**config.mk**
```make
export PLATFORM = sky130hd
export DESIGN_NAME = mips16_ctrl
export DESIGN_NICKNAME = d
export VERILOG_FILES = /design/src/rtl/mips16_ctrl.sv
export SDC_FILE = /design/constraint.sdc
export NUM_CORES = 1
export LEC_CHECK = 0
export CAP_MARGIN = 5
export CORE_MARGIN = 2
export CORE_UTILIZATION = 38
export DETAILED_ROUTE_END_ITERATION = 7
export PLACE_DENSITY = 0.72
export SLEW_MARGIN = 30
export SYNTH_ARGS = -nofsm -noshare
export SYNTH_HDL_FRONTEND = slang
export SYNTH_SLANG_ARGS = --single-unit
```
**constraint.sdc**
```tcl
create_clock -name clk -period 2.3 [get_ports clk]
set_input_delay 0.46 -clock clk [delete_from_list [all_inputs] [get_ports clk]]
set_output_delay 0.46 -clock clk [all_outputs]
set_load 0.1 [all_outputs]
```
**src/rtl/mips16_ctrl.sv**
```systemverilog
// Multicycle control FSM for the 16-bit MIPS datapath; drives ALU selects and datapath strobes.
// Optional feature: define MIPS16_CTRL_SLT_EN to decode op 0x0 with IR[11:0]!=0 as SLT.
module mips16_ctrl #(
    parameter int unsigned MEM_TIMEOUT = 0
) (
    input  logic        clk,
    input  logic        rst_n,
    input  logic [15:0] mem_rdata,
    input  logic        mem_ready,
    input  logic        alu_zero,
    output logic [3:0]  alu_mode,
    output logic        alu_a_sel,
    output logic [1:0]  alu_b_sel,
    output logic [15:0] imm_ext,
    output logic [3:0]  rf_ra1,
    output logic [3:0]  rf_ra2,
    output logic [3:0]  rf_wa,
    output logic        rf_we,
    output logic        wb_sel,
    output logic        ab_we,
    output logic        aluout_we,
    output logic        mdr_we,
    output logic        pc_we,
    output logic        mem_re,
    output logic        mem_we,
    output logic        mem_addr_sel,
    output logic        halt,
    output logic        err,
    output logic [2:0]  state_o
);
    localparam int unsigned CNT_W = 16;
    localparam logic [3:0] OP_ADDI = 4'hC;
    localparam logic [3:0] OP_LW   = 4'hD;
    localparam logic [3:0] OP_SW   = 4'hE;
    localparam logic [3:0] OP_BEQ  = 4'hF;

    typedef enum logic [2:0] {
        S_FETCH  = 3'd0,
        S_DECODE = 3'd1,
        S_EXEC   = 3'd2,
        S_MEM    = 3'd3,
        S_WB     = 3'd4,
        S_BRANCH = 3'd5,
        S_HALT   = 3'd6
    } state_t;

    state_t           state;
    state_t           ns;
    logic [15:0]      ir;
    logic [3:0]       op;
    logic             zero_q;
    logic             fetch_q;
    logic             load_q;
    logic [CNT_W-1:0] wait_cnt;
    logic             waiting;
    logic             to_err;
    logic             tmo_hit;
    logic             is_halt;

    assign op      = ir[15:12];
    assign imm_ext = {{12{ir[3]}}, ir[3:0]};
    assign rf_ra1  = ir[7:4];
    assign rf_ra2  = (op == OP_SW || op == OP_BEQ) ? ir[11:8] : ir[3:0];
    assign rf_wa   = ir[11:8];
    assign state_o = state;

    // Load strobes that complete with the memory handshake; fetch_q/load_q are registered
    assign pc_we  = rst_n & ((fetch_q & mem_ready) | ((state == S_BRANCH) & zero_q));
    assign mdr_we = rst_n & load_q & mem_ready;

`ifdef MIPS16_CTRL_SLT_EN
    assign is_halt = (ir == 16'h0000);
`else
    assign is_halt = (op == 4'h0);
`endif

    assign tmo_hit = (MEM_TIMEOUT != 0) && ((32'(wait_cnt) + 32'd1) >= MEM_TIMEOUT);

    // Next-state selection; FETCH only progresses once its read strobe is actually up
    always_comb begin
        ns      = state;
        waiting = 1'b0;
        to_err  = 1'b0;
        case (state)
            S_FETCH: begin
                if (fetch_q) begin
                    if (mem_ready) begin
                        ns = S_DECODE;
                    end else begin
                        waiting = 1'b1;
                        if (tmo_hit) begin
                            ns     = S_HALT;
                            to_err = 1'b1;
                        end
                    end
                end
            end
            S_DECODE: ns = is_halt ? S_HALT : S_EXEC;
            S_EXEC: begin
                if (op == OP_LW || op == OP_SW) ns = S_MEM;
                else if (op == OP_BEQ)          ns = S_BRANCH;
                else                            ns = S_WB;
            end
            S_MEM: begin
                if (mem_ready) begin
                    ns = (op == OP_LW) ? S_WB : S_FETCH;
                end else begin
                    waiting = 1'b1;
                    if (tmo_hit) begin
                        ns     = S_HALT;
                        to_err = 1'b1;
                    end
                end
            end
            S_WB, S_BRANCH: ns = S_FETCH;
            S_HALT:         ns = S_HALT;
            default:        ns = S_HALT;
        endcase
    end

    // State, IR, flags and outputs registered as a decode of the next state
    always_ff @(posedge clk) begin
        if (!rst_n) begin
            state        <= S_FETCH;
            ir           <= '0;
            zero_q       <= 1'b0;
            wait_cnt     <= '0;
            err          <= 1'b0;
            fetch_q      <= 1'b0;
            load_q       <= 1'b0;
            alu_mode     <= 4'h0;
            alu_a_sel    <= 1'b0;
            alu_b_sel    <= 2'd0;
            rf_we        <= 1'b0;
            wb_sel       <= 1'b0;
            ab_we        <= 1'b0;
            aluout_we    <= 1'b0;
            mem_re       <= 1'b0;
            mem_we       <= 1'b0;
            mem_addr_sel <= 1'b0;
            halt         <= 1'b0;
        end else begin
            state <= ns;
            if (state == S_FETCH && fetch_q && mem_ready) ir <= mem_rdata;
            if (state == S_EXEC && op == OP_BEQ) zero_q <= alu_zero;
            if (ns != state)  wait_cnt <= '0;
            else if (waiting) wait_cnt <= wait_cnt + CNT_W'(1);
            err <= err | to_err;

            fetch_q      <= 1'b0;
            load_q       <= 1'b0;
            alu_mode     <= 4'h0;
            alu_a_sel    <= 1'b0;
            alu_b_sel    <= 2'd0;
            rf_we        <= 1'b0;
            wb_sel       <= 1'b0;
            ab_we        <= 1'b0;
            aluout_we    <= 1'b0;
            mem_re       <= 1'b0;
            mem_we       <= 1'b0;
            mem_addr_sel <= 1'b0;
            halt         <= 1'b0;
            case (ns)
                S_FETCH: begin
                    fetch_q   <= 1'b1;
                    mem_re    <= 1'b1;
                    alu_mode  <= 4'h1;
                    alu_b_sel <= 2'd1;
                end
                S_DECODE: ab_we <= 1'b1;
                S_EXEC: begin
                    aluout_we <= 1'b1;
                    alu_a_sel <= 1'b1;
                    if (op == OP_BEQ) begin
                        alu_mode <= 4'h2;
                    end else if (op >= OP_ADDI) begin
                        alu_mode  <= 4'h1;
                        alu_b_sel <= 2'd2;
                    end else if (op == 4'h0) begin
                        alu_mode <= 4'hF;
                    end else begin
                        alu_mode <= op;
                    end
                end
                S_MEM: begin
                    mem_addr_sel <= 1'b1;
                    if (op == OP_LW) begin
                        mem_re <= 1'b1;
                        load_q <= 1'b1;
                    end else begin
                        mem_we <= 1'b1;
                    end
                end
                S_WB: begin
                    rf_we  <= (ir[11:8] != 4'h0);
                    wb_sel <= (op == OP_LW);
                end
                S_BRANCH: begin
                    alu_mode  <= 4'h1;
                    alu_b_sel <= 2'd2;
                end
                S_HALT:  halt <= 1'b1;
                default: halt <= 1'b1;
            endcase
        end
    end

endmodule

```
==> qor.yml <==
synth-edff-count: 0
grt_setup_unrepaired: "false"
endpoint: "rf_ra2[0]"
clock-root-buffer: "clkbuf_8"
clk_latency_ps: 280
p_seq_share_pct: 40.3
die_h_um: 70.1
netSwitchingPower_mw: 0.678
r2r_cells: 5
drt_iter0_markers: 83
syn-num-nets: 220
setup_viol: 0
via_per_inst: 4.76
via_count: 1399
dp_hpwl_mm: 2.69
drv_slew: 0
fmax_mhz: 467
place.gp.congestion: 0.875
worstHoldPathType: "flip-flop to flip-flop"
area_growth_pct: 34.1
crit_chain: "nand3_1, mux2_2, buf_12"
ir_drop_v: 0.000547
synth_seq_area_share_pct: 42.2
final_util_pct: 52.2
synth_flop_cell: "dfxtp_1"
cts_max_path_buffers: 2
ys_warn_count: 0
worst-path-max-fanout: 11
grt_pass1_vias: 1224
synth_top_area_share_pct: 42.2
cts_tree: "done"
clk_pin_slew_ps: 70
start_kind: "flip-flop"
drive_gt1_share_pct: 32.2
drcViolationCount: 0
io_buffer_count: 67
antenna_left: 0
cts_inserted_buffers: 5
hp-start: "ir[5]"
wl_per_cell_um: 12.2
reg2reg_slack_ps: 420
power_leakage_nw: 0.955
rr_startpoint: "ir[15]"
status: "completed"
antenna_found_initial: 0
cp_slowest_cell: "dfxtp_1"
io_pins: 69
grt_pass1_wl_mm: 5.78
cp_data_arrival_time_ps: 1680
power_frac_comb_pct: 34.0
grt_max_degree: 17
h-tree-depth: 2
drt_wl_total_mm: 3.60
gr-usage-all-layers_pct: 14.4
cts.sinks: 35
synth_area_leader_cell: "dfxtp_1"
maxCapViolCount: 0
p_int_mw: 0.993
cp_slowest_stage_delay_ps: 590
die_area_um2: 4910
fin_crit_ps: 2140
postCtsHoldBufs: 0
crit_type: "flip-flop to output pin"
yosysUniqueCellTypes: 40
skew_ps: 4.92
synthArstFlopShare_pct: 0
netlist_instances: 200
syn_area_per_cell_um2: 8.30
synth_most_common_cell: "nand2_1"
pre_cts_ws_ps: 54.5
firstDrtPassIters: 4
fin_crit_sh_pct: 93.1
clkPwrFrac_pct: 25.7
globalRoute.totalOverflow: 0
synth.area.top_cells: "dfxtp_1 (42%), buf_4 (13%), nand2_1 (8.4%)"
critPathLaunch: "ir[13]"
cp_data_required_time_ps: 1840
dieWidth_um: 70.1
diodes: 0
coreArea_um2: 4260
syn_area_um2: 1660
start_util_pct: 38.9
ys_ff_latch: 35
cts_setup_buffers: 0
p_sw_share_pct: 40.6
r2r_end: "alu_mode[3]"
power_density_nw_per_um2: 751
yosys-top-cells-count: "nand2_1 (37), dfxtp_1 (35), buf_4 (28)"
rows: 24
worst_slack_ps: 159
tns_ps: 0
cp-end-kind: "output pin"
hold_viol: 0
layout.nets: 261
cts_resized: 0
## cells by family after synthesis
logic type,synth area share [%]
and+or+nand+nor,25.0
buffers and inverters,17.4
DFF,42.2
AOI/OAI and AO/OA,10.8
muxes,3.32
xor gates and xnor gates,0.981
other,0.226
## state kept, by name (all words and copies together) (netlist names)
register / flops
ir: 16
halt: 1
wb_sel: 1
load_q: 1
state_o: 3
mem_we: 1
alu_b_sel: 2
zero_q: 1
aluout_we: 1
mem_re: 1
rf_we: 1
alu_mode: 4
ab_we: 1
mem_addr_sel: 1
## cells in the final DEF (no fill, tap or decap), types with 5 or more instances in the layout
master / instances
a21oi_1: 17
clkdlybuf4s50_1: 19
nand3_1: 5
buf_4: 48
nor2_1: 14
buf_12: 6
nand2_1: 37
dfxtp_1: 32
clkbuf_8: 5
## metrics by stage
stage / cell area [um^2] / cells / hold WS (ps) / power [mW]
after floorplan: 1670 / 200 / 437 / 1.15
after global placement: 2140 / 286 / 450 / 1.25
after detailed placement: 2140 / 286 / 452 / 1.26
after CTS: 2220 / 294 / 464 / 1.68
after global routing: 2220 / 294 / 479 / 1.74
final: 2220 / 294 / 460 / 1.67
## worst max-delay path: cells and delay by family, from the launching register on
kind	cells	cell delay, ps
buf+inv	1	170
flops	1	590
mux	1	370
simple gates	1	270
## power groups by stage
stage / Sequential, mW / Combinational (mW) / Clock, mW
finish: 0.674 / 0.568 / 0.429
global placement: 0.686 / 0.567 / 0
global route: 0.679 / 0.591 / 0.466
detailed placement: 0.687 / 0.570 / 0
CTS: 0.673 / 0.570 / 0.438
floorplan: 0.752 / 0.400 / 0
## worst min path at each step
stage,end,slack (ps),cells past startpoint
after floorplan,ir[4],440,2
after global placement,ir[4],450,2
after detailed placement,ir[4],450,2
after CTS,ir[5],460,2
after global routing,ir[4],480,2
final,ir[5],460,2
## area by class of cell
class / count / area (um^2)
well taps: 52 / 65.1
inverters: 4 / 15.0
flip-flops and latches: 35 / 704
multi-input cells: 122 / 681
clock buffers: 5 / 68.8
clock inverters: 3 / 20.0
repair buffers: 73 / 671
fillers: 411 / 2040
## metal layers
layer / up-vias / track usage (%) / wire (um)
met5: - / 0 / 0
met4: 0 / 3.85 / 33
met2: 40 / 24.2 / 1790
li1: 713 / - / -
met3: 2 / 3.32 / 183
met1: 644 / 18.5 / 1600
Note: power is estimated with default switching activity, not from simulation.
